--- src/rtl/seg_scan_pkg.sv ---
// Shared constants, frame FSM state type and seven-segment glyph decode for seg_scan_rx.
package seg_scan_pkg;

   localparam int unsigned MAX_DIGITS = 6;
   localparam logic [5:0]  SEL_BLANK  = 6'h3F;

   // Active-low glyphs with the decimal point dark (bit 7 = 1).
   localparam logic [7:0] GLYPH_0 = 8'hC0;
   localparam logic [7:0] GLYPH_1 = 8'hF9;
   localparam logic [7:0] GLYPH_2 = 8'hA4;
   localparam logic [7:0] GLYPH_3 = 8'hB0;
   localparam logic [7:0] GLYPH_4 = 8'h99;
   localparam logic [7:0] GLYPH_5 = 8'h92;
   localparam logic [7:0] GLYPH_6 = 8'h82;
   localparam logic [7:0] GLYPH_7 = 8'hF8;
   localparam logic [7:0] GLYPH_8 = 8'h80;
   localparam logic [7:0] GLYPH_9 = 8'h90;
   localparam logic [7:0] GLYPH_A = 8'h88;
   localparam logic [7:0] GLYPH_B = 8'h83;
   localparam logic [7:0] GLYPH_C = 8'hC6;
   localparam logic [7:0] GLYPH_D = 8'hA1;
   localparam logic [7:0] GLYPH_E = 8'h86;
   localparam logic [7:0] GLYPH_F = 8'h8E;

   typedef enum logic [0:0] {StIdle, StCollect} frame_state_e;

   // Returns {ok, value}; the decimal point bit is ignored.
   function automatic logic [4:0] seg_to_hex(input logic [7:0] pattern);
      logic [7:0] p;
      p = {1'b1, pattern[6:0]};
      case (p)
         GLYPH_0: seg_to_hex = {1'b1, 4'h0};
         GLYPH_1: seg_to_hex = {1'b1, 4'h1};
         GLYPH_2: seg_to_hex = {1'b1, 4'h2};
         GLYPH_3: seg_to_hex = {1'b1, 4'h3};
         GLYPH_4: seg_to_hex = {1'b1, 4'h4};
         GLYPH_5: seg_to_hex = {1'b1, 4'h5};
         GLYPH_6: seg_to_hex = {1'b1, 4'h6};
         GLYPH_7: seg_to_hex = {1'b1, 4'h7};
         GLYPH_8: seg_to_hex = {1'b1, 4'h8};
         GLYPH_9: seg_to_hex = {1'b1, 4'h9};
         GLYPH_A: seg_to_hex = {1'b1, 4'hA};
         GLYPH_B: seg_to_hex = {1'b1, 4'hB};
         GLYPH_C: seg_to_hex = {1'b1, 4'hC};
         GLYPH_D: seg_to_hex = {1'b1, 4'hD};
         GLYPH_E: seg_to_hex = {1'b1, 4'hE};
         GLYPH_F: seg_to_hex = {1'b1, 4'hF};
         default: seg_to_hex = 5'h00;
      endcase
   endfunction

endpackage

--- src/rtl/seg_hex_dec.sv ---
// Combinational decode of one active-low seven-segment pattern to a hex value.
module seg_hex_dec
   import seg_scan_pkg::*;
(
   input  logic [7:0] pattern,
   output logic [3:0] value,
   output logic       ok
);

   always_comb begin
      {ok, value} = seg_to_hex(pattern);
   end

endmodule

--- src/rtl/seg_scan_rx.sv ---
// Demultiplexes a scanned seven-segment bus into per-digit snapshots, one per complete frame.
// Define SEG_SCAN_RX_HEX_EN to build the per-digit hex decoders; otherwise digit_hex/hex_ok are 0.
module seg_scan_rx
   import seg_scan_pkg::*;
#(
   parameter int unsigned NUM_DIGITS     = 3,
   parameter int unsigned STABLE_CYCLES  = 1,
   parameter int unsigned TIMEOUT_CYCLES = 1023
) (
   input  logic                    clk,
   input  logic                    rst,
   input  logic [5:0]              seg_sel,
   input  logic [7:0]              seg_data,
   input  logic                    clr_err,
   output logic [8*NUM_DIGITS-1:0] digit_raw,
   output logic [4*NUM_DIGITS-1:0] digit_hex,
   output logic [NUM_DIGITS-1:0]   hex_ok,
   output logic [NUM_DIGITS-1:0]   dp,
   output logic                    frame_valid,
   output logic                    seq_err,
   output logic                    sel_err,
   output logic                    link_lost
);

   localparam logic [3:0]  STABLE_LAST = 4'(STABLE_CYCLES - 1);
   localparam logic [15:0] TIMEOUT_MAX = 16'(TIMEOUT_CYCLES);
   localparam logic [2:0]  LAST_DIGIT  = 3'(NUM_DIGITS - 1);
   localparam bit          SINGLE      = (NUM_DIGITS == 1);

   logic [5:0]              s_sel, p_sel, sel_low;
   logic [7:0]              s_data, p_data;
   logic [3:0]              stab_q, stab_d;
   logic [15:0]             tmo_q, tmo_d;
   logic [2:0]              sel_digit, expect_q, expect_d;
   logic                    sel_valid, sel_bad, commit, timeout;
   logic                    shadow_we, pub_q, pub_d, seq_err_d, link_lost_d;
   logic [8*NUM_DIGITS-1:0] shadow_q;
   frame_state_e            state_q, state_d;

   assign sel_low = ~s_sel;

   // Digit k drives seg_sel[5-k] low; only a single low bit in range is a digit.
   always_comb begin
      sel_digit = '0;
      sel_valid = 1'b0;
      sel_bad   = 1'b0;
      for (int k = 0; k < int'(MAX_DIGITS); k++) begin
         if (sel_low[int'(MAX_DIGITS) - 1 - k]) sel_digit = 3'(k);
      end
      if (s_sel != SEL_BLANK) begin
         sel_valid = ((sel_low & (sel_low - 6'd1)) == 6'd0) && (sel_digit <= LAST_DIGIT);
         sel_bad   = !sel_valid;
      end
   end

   always_comb begin
      stab_d = 4'd0;
      if ({s_sel, s_data} == {p_sel, p_data}) begin
         stab_d = (stab_q == 4'hF) ? stab_q : stab_q + 4'd1;
      end
      commit  = sel_valid && (stab_d == STABLE_LAST);
      tmo_d   = commit ? 16'd0 : ((tmo_q == TIMEOUT_MAX) ? tmo_q : tmo_q + 16'd1);
      timeout = !commit && (tmo_q == TIMEOUT_MAX - 16'd1);
      link_lost_d = link_lost;
      if (commit) link_lost_d = 1'b0;
      else if (tmo_d == TIMEOUT_MAX) link_lost_d = 1'b1;
   end

   always_comb begin
      state_d   = state_q;
      expect_d  = expect_q;
      shadow_we = 1'b0;
      pub_d     = 1'b0;
      seq_err_d = 1'b0;
      if (timeout) begin
         state_d = StIdle;
      end else if (commit) begin
         unique case (state_q)
            StIdle: begin
               if (sel_digit == 3'd0) begin
                  shadow_we = 1'b1;
                  if (SINGLE) begin
                     pub_d = 1'b1;
                  end else begin
                     expect_d = 3'd1;
                     state_d  = StCollect;
                  end
               end
            end
            StCollect: begin
               if (sel_digit == expect_q) begin
                  shadow_we = 1'b1;
                  expect_d  = expect_q + 3'd1;
                  if (expect_q == LAST_DIGIT) begin
                     pub_d   = 1'b1;
                     state_d = StIdle;
                  end
               end else begin
                  seq_err_d = 1'b1;
                  // A fresh digit 0 starts a new frame instead of waiting for the next one.
                  if (sel_digit == 3'd0) begin
                     shadow_we = 1'b1;
                     expect_d  = 3'd1;
                  end else begin
                     state_d = StIdle;
                  end
               end
            end
            default: state_d = StIdle;
         endcase
      end
   end

   always_ff @(posedge clk or posedge rst) begin
      if (rst) begin
         s_sel  <= SEL_BLANK;
         s_data <= 8'hFF;
         p_sel  <= SEL_BLANK;
         p_data <= 8'hFF;
         stab_q <= 4'd0;
         tmo_q  <= 16'd0;
      end else begin
         s_sel  <= seg_sel;
         s_data <= seg_data;
         p_sel  <= s_sel;
         p_data <= s_data;
         stab_q <= stab_d;
         tmo_q  <= tmo_d;
      end
   end

   always_ff @(posedge clk or posedge rst) begin
      if (rst) begin
         state_q  <= StIdle;
         expect_q <= 3'd0;
         pub_q    <= 1'b0;
         shadow_q <= {NUM_DIGITS{8'hFF}};
      end else begin
         state_q  <= state_d;
         expect_q <= expect_d;
         pub_q    <= pub_d;
         for (int k = 0; k < int'(NUM_DIGITS); k++) begin
            if (shadow_we && (sel_digit == 3'(k))) shadow_q[8*k +: 8] <= s_data;
         end
      end
   end

   always_ff @(posedge clk or posedge rst) begin
      if (rst) begin
         digit_raw   <= {NUM_DIGITS{8'hFF}};
         frame_valid <= 1'b0;
         seq_err     <= 1'b0;
         sel_err     <= 1'b0;
         link_lost   <= 1'b1;
      end else begin
         if (pub_q) digit_raw <= shadow_q;
         frame_valid <= pub_q;
         seq_err     <= seq_err_d;
         if (sel_bad) sel_err <= 1'b1;
         else if (clr_err) sel_err <= 1'b0;
         link_lost   <= link_lost_d;
      end
   end

   always_comb begin
      dp = '0;
      for (int k = 0; k < int'(NUM_DIGITS); k++) dp[k] = ~digit_raw[8*k + 7];
   end

`ifdef SEG_SCAN_RX_HEX_EN
   for (genvar k = 0; k < int'(NUM_DIGITS); k++) begin : g_dec
      seg_hex_dec u_dec (
         .pattern (digit_raw[8*k +: 8]),
         .value   (digit_hex[4*k +: 4]),
         .ok      (hex_ok[k])
      );
   end
`else
   assign digit_hex = '0;
   assign hex_ok    = '0;
`endif

endmodule

--- config.mk ---
export PLATFORM = sky130hd
export DESIGN_NAME = seg_scan_rx
export DESIGN_NICKNAME = d
export VERILOG_FILES = /design/src/rtl/seg_scan_pkg.sv /design/src/rtl/seg_hex_dec.sv /design/src/rtl/seg_scan_rx.sv
export SDC_FILE = /design/constraint.sdc
export NUM_CORES = 1
export LEC_CHECK = 0
export ABC_CLOCK_PERIOD_IN_PS = 4200
export CORE_MARGIN = 8
export CORE_UTILIZATION = 45
export DETAILED_ROUTE_END_ITERATION = 8
export DONT_BUFFER_PORTS = 1
export GPL_TIMING_DRIVEN = 0
export REMOVE_ABC_BUFFERS = 1
export SYNTH_ARGS = -nofsm -noshare
export SYNTH_HDL_FRONTEND = slang
export SYNTH_SLANG_ARGS = --single-unit
--- constraint.sdc ---
create_clock -name clk -period 4.2 [get_ports clk]
set_input_delay 0.21 -clock clk [delete_from_list [all_inputs] [get_ports clk]]
set_output_delay 0.21 -clock clk [all_outputs]
set_load 0.005 [all_outputs]
======== Yosys cells after proc, flatten, opt, wreduce, memory -nomap -nowiden ========
Index checks and enable logic that the tools add are counted.
cells by class
  add/subtract/negate cells ............... 4
  $lt $le $gt $ge ......................... 1
  equal/unequal tests ..................... 10
  multiplexer cells ....................... 37
  bitwise gates (word level) .............. 7
  reduce and logical (&&, ||, !) cells .... 15
operators by type and width
  kind                                                   number
  equality test 16 x 10 -> 1 bit, second input constant  3
  two-way mux 16 bit                                     2
  two-way mux 1 bit                                      24
  two-way mux 3 bit                                      6
  adder 16 x 1 -> 16 bit, second input constant          1
  equality test 14 bit                                   1
  two-way mux 4 bit                                      2
  AND 6 bit                                              1
  equality test 3 x 2 -> 1 bit, second input constant    2
  logical AND 1 bit                                      6
  zero test 6 bit                                        1
  inequality test 6 bit, second input constant           1
  NOT 6 bit                                              1
  one-hot mux 3 bit (2 select lines)                     1
  nonzero test 2 bit                                     3
  subtractor 6 x 1 -> 6 bit, second input constant       1
  NOT 1 bit                                              5
  adder 4 x 1 -> 4 bit, second input constant            1
  equality test 4 bit, second input constant             1
  zero test 4 bit                                        1
  one-hot mux 1 bit (2 select lines)                     2
  adder 3 x 1 -> 3 bit, second input constant            1
  equality test 3 x 1 -> 1 bit, second input constant    1
  equality test 3 bit                                    1
  other kinds (4)                                        5
word-level totals
  register bits after elaboration ......... 105
  input bits .............................. 17
  output and inout port bits .............. 46
  logic and storage cells ................. 91

======== Longest topological paths before layout ========
  depth after elaboration ................. 14
  gate-level depth with buffers ........... 8
  gate-level depth less buffers ........... 7

======== Least setup slack after synthesis ========
Ideal clock, no wire load.
  kind .................................... reg-to-reg
  from .................................... reg s_sel[3]
  to ...................................... reg shadow_q[10]
  library setup time ...................... 0.082 ns
  arrival time ............................ 2.163 ns
  required time ........................... 4.118 ns
  path slack .............................. 1.955 ns
  stages on the path, launching flop included .. 8
  buffers on the path ..................... 1
  clock period less this slack ............ 2.245 ns
  cell sequence ........................... dfstp_2 buf_4 nand4_2 mux2_2 o21ai_2 o211ai_2 nor4_4 mux2_2
between the ends
  word-level cells in the longest chain between the ends .. 13
  elaborated cells on any way between the ends .. 27
  those cells by class .................... 1 x add/sub; 1 x order compare; 4 x eq/ne; 11 x mux; 2 x bitwise; 8 x reduce/logical
RTL lines
  element                                                             line                RTL
  start: declaration                                                  seg_scan_rx.sv:30   logic [5:0] s_sel, p_sel, sel_low;
  start signal: assignment                                            seg_scan_rx.sv:123  s_sel <= seg_sel;
  branches (longest 12 deep; another with subtractor 6 x 1 -> 6 bit)  -
  logical AND 1 bit (*)                                               seg_scan_rx.sv:143  if (shadow_we && (sel_digit == 3'(k))) shadow_q[8*k +: 8] <= s_data;
  end signal: assignment                                              seg_scan_rx.sv:137  shadow_q <= {NUM_DIGITS{8'hFF}};
  end signal: indexed assignment                                      seg_scan_rx.sv:143
  end: declaration                                                    seg_scan_rx.sv:37   logic [8*NUM_DIGITS-1:0] shadow_q;
Every way passes the cells marked *.
A chain may end at the register's enable or synchronous reset.

======== Worst setup path in the final report ========
  from .................................... reg s_sel[3]
  to ...................................... reg shadow_q[7]
Same word-level chain as after synthesis.

==> impl_metrics.py <==
metrics = {
    "cts": {
        "cts.clk_slew.worst_paths_ns": 0.10,
        "clock-sinks": 105,
        "cts-root-buf": "clkbuf_8",
        "cts_setup_buffers": 0,
        "post_cts_resized": 0,
        "numCtsBuffers": 9,
        "cts_tree": "built",
        "cts_buffer_depth": 2,
        "clk_latency_ns": 0.37,
        "htree_levels": 3,
    },
    "sta": {
        "rsz0062_at_grt": "no",
        "fin_crit_ns": 3.081,
        "fin_crit_sh": 0.7335,
        "fin_skew_ns": 0.01149,
        "fmax_mhz": 324.6,
        "worstMarginPinSlew_ns": 1.175,
        "hold_viol": 0,
        "slew_headroom": 0.2168,
        "layout_setup_ws_ns": 1.119,
        "fin_setup_tns_ns": 0,
        "slew_viol_final": 0,
        "final-setup-viol-count": 0,
    },
    "yosys": {
        "synth.cell_area_um2": 4612,
        "synth_cell_types": 47,
        "syn_area_per_cell_um2": 12.74,
        "synthArstFlopShare": 1.000,
        "seq_area_frac_synth": 0.5906,
        "ys_warn_count": 0,
        "synth_ff_type": "dfstp_2",
        "ys_ff_latch": 105,
        "postSynthCellCount": 362,
        "synth_edf_count": 0,
    },
    "drt": {
        "dr.pass1.iters": 4,
        "ant_nets": 0,
        "via_count": 2622,
        "wl_per_cell_um": 16.08,
        "routed_wirelength_mm": 8.263,
        "drtIter0Drc": 128,
        "drc": 0,
        "vias_per_cell": 5.101,
    },
    "worst_hold_path": {
        "whs_path_depth": 2,
        "hold_path_end": "sel_err",
        "min_from": "clr_err",
        "hold_class": "in -> reg",
    },
    "critical_path": {
        "reg2reg_depth": 6,
        "cp.required_ns": 4.49,
        "reg2reg_from": "s_sel[3]",
        "rr_endpoint": "shadow_q[7]",
        "slowest_stage": "dfstp_2",
        "critPathMaxStageDelay_ns": 0.68,
        "critPathMaxFanout": 22,
        "cp-end-kind": "register",
        "worstPathCellList": "xor2_1, nor4_1, nand4_1, o21a_1, nand2_1, mux2_2",
        "path_class": "reg -> reg",
        "cp-start-kind": "register",
        "r2r_slack_ns": 1.12,
        "cp.arrival_ns": 3.38,
    },
    "global_routing": {
        "grt_use_total": 0.1305,
        "overflow": 0,
        "grt_pass1_vias": 2723,
        "antenna_found_initial": 0,
        "grt_max_degree": 73,
        "grt_pass1_wl_mm": 13.86,
    },
    "power": {
        "internal_power_uw": 1486,
        "p_clk_frac": 0.338,
        "p_switching_uw": 501.2,
        "p_comb_frac": 0.084,
        "p_sw_frac": 0.2521,
        "seqPwrFrac": 0.578,
        "leakagePower_uw": 0.002105,
        "powerDensity_nw_per_um2": 392.9,
        "vdd_ir_drop_max_uv": 287.2,
    },
    "finish": {
        "fillers": 887,
        "fin_nets": 395,
        "fin_util": 0.4990,
        "area_delta_synth_final_pct": 9.685,
        "regArea_um2": 2724,
        "drive_gt1_frac": 0.3915,
        "multi_input_area_um2": 1729,
        "diodes": 0,
        "fin_cells": 514,
    },
    "die": {
        "die_h_um": 117.2,
        "rows": 37,
        "die_width_um": 117.2,
        "top_level_ports": 63,
        "core_um2": 10140,
        "start_util": 0.4549,
        "dieArea_um2": 13740,
    },
    "run_status": {
        "outcome": "finished, final reports clean",
    },
    "placed_design": {
        "place_hpwl_mm": 5.497,
        "dpl.cell_count": 483,
        "port_buffers": 0,
        "place_ws_ns": 1.067,
        "place_congestion": 0.8305,
    },
    "job": {
        "timing.max_cap.violations": 0,
    },
}
==> worst max-delay path, delay by kind of cell (launching register included) <==
family,cells,cell delay (ns)
DFF,1,0.68
AOI/OAI and AO/OA,1,0.56
and+or+nand+nor,3,1.27
muxes,1,0.40
xor gates and xnor gates,1,0.10
==> cells in the mapped netlist (3+ instances only) <==
library cell / n / area share
dfstp_2: 77 / 0.44
mux2_2: 46 / 0.11
nor2_1: 29 / 0.024
dfrtp_1: 28 / 0.15
xor2_1: 23 / 0.044
buf_4: 16 / 0.026
nand2_1: 14 / 0.011
nor3_1: 11 / 0.012
xnor2_1: 10 / 0.019
clkbuf_1: 9 / 0.0073
inv_1: 9 / 0.0073
nand3_1: 9 / 0.0098
and3_1: 7 / 0.0095
nand4_1: 7 / 0.0095
o21ai_0: 7 / 0.0076
nor4_1: 6 / 0.0081
ha_1: 5 / 0.014
a21oi_1: 4 / 0.0043
buf_2: 4 / 0.0043
a31oi_1: 3 / 0.0041
mux2i_1: 3 / 0.0065
o21a_1: 3 / 0.0049
==> kinds of logic after synthesis <==
kind of cell,synth area share
adders and majority gates,0.01574
xor gates and xnor gates,0.06267
buffers and inverters,0.04585
muxes,0.1188
DFF,0.5906
AOI/OAI and AO/OA,0.05426
and+or+nand+nor,0.1112
other,0.0008131
==> layout make-up <==
cell class                      count  area share
Clock buffer                       12     0.03290
Clock inverter                      4     0.01088
Inverter                            9    0.007173
Multi-Input combinational cell    232      0.3418
Sequential cell                   105      0.5385
Tap cell                          136     0.03364
Timing Repair Buffer               16     0.03512
==> power groups by stage <==
stage | Combinational (µW) | Clock (µW) | Sequential [µW]
final | 167 | 672 | 1150
after global routing | 193 | 740 | 1160
after CTS | 169 | 698 | 1150
after detailed placement | 156 | 0 | 1160
after global placement | 149 | 0 | 1160
after floorplan | 129 | 0 | 1140
==> layer usage <==
| metal | part of all wire | up-vias | wire length, µm | GRT usage |
|---|---|---|---|---|
| met4 | 0.020 | 0 | 162 | 0.06399 |
| met3 | 0.052 | 14 | 428 | 0.03848 |
| li1 | - | 1244 | - | - |
| met5 | 0 | - | 0 | 0 |
| met2 | 0.49 | 38 | 4067 | 0.2110 |
| met1 | 0.44 | 1326 | 3604 | 0.1561 |
==> stage by stage <==
step | cell area (µm²) | hold WS (ns) | power, µW
floorplan | 4487 | 0.2145 | 1273
global placement | 4657 | 0.2146 | 1312
detailed placement | 4687 | 0.1325 | 1321
CTS | 5059 | 0.07134 | 2016
global route | 5059 | 0.06373 | 2093
finish | 5059 | 0.08673 | 1988
==> timing repair <==
action / CTS / global route
setup endpoints to repair: 0 / 0
hold endpoints to repair: 39 / 0
hold buffers: 15 / 0
==> placed cells by master, fill, tap and decap left out, drive strengths merged, types with 2 or more instances in the layout <==
cell / instances
nand3: 9
mux2: 46
dfrtp: 28
a31oi: 3
o21a: 3
xnor2: 10
conb: 15
clkbuf: 12
nand4b: 2
nor2: 29
mux2i: 3
dlygate4sd3: 15
o21ai: 9
a211oi: 2
nand4: 8
a21oi: 4
nor2b: 2
dfstp: 77
nor4: 8
nand2: 14
o211a: 2
a32o: 2
xor2: 23
nor3: 11
and2: 2
ha: 5
and3: 7
o211ai: 2
inv: 11
==> sequential cells by signal (all words and copies together) (netlist names), 3 cells and up <==
signal	count
p_sel	6
p_data	8
s_sel	6
s_data	8
tmo_q	16
digit_raw	24
expect_q	3
stab_q	4
shadow_q	24
==> worst max-delay path by stage <==
stage	slack [ns]	cells after the start	start	end
2_1_floorplan	1.36	1	rst	expect_q[0]
3_3_place_gp	0.32	1	rst	expect_q[1]
3_5_place_dp	1.07	6	s_sel[3]	shadow_q[5]
4_1_cts	1.06	6	s_sel[3]	shadow_q[6]
5_1_grt	0.90	6	s_sel[3]	shadow_q[7]
6_report	1.12	6	s_sel[3]	shadow_q[7]
Note: power is estimated with default switching activity, not from simulation.
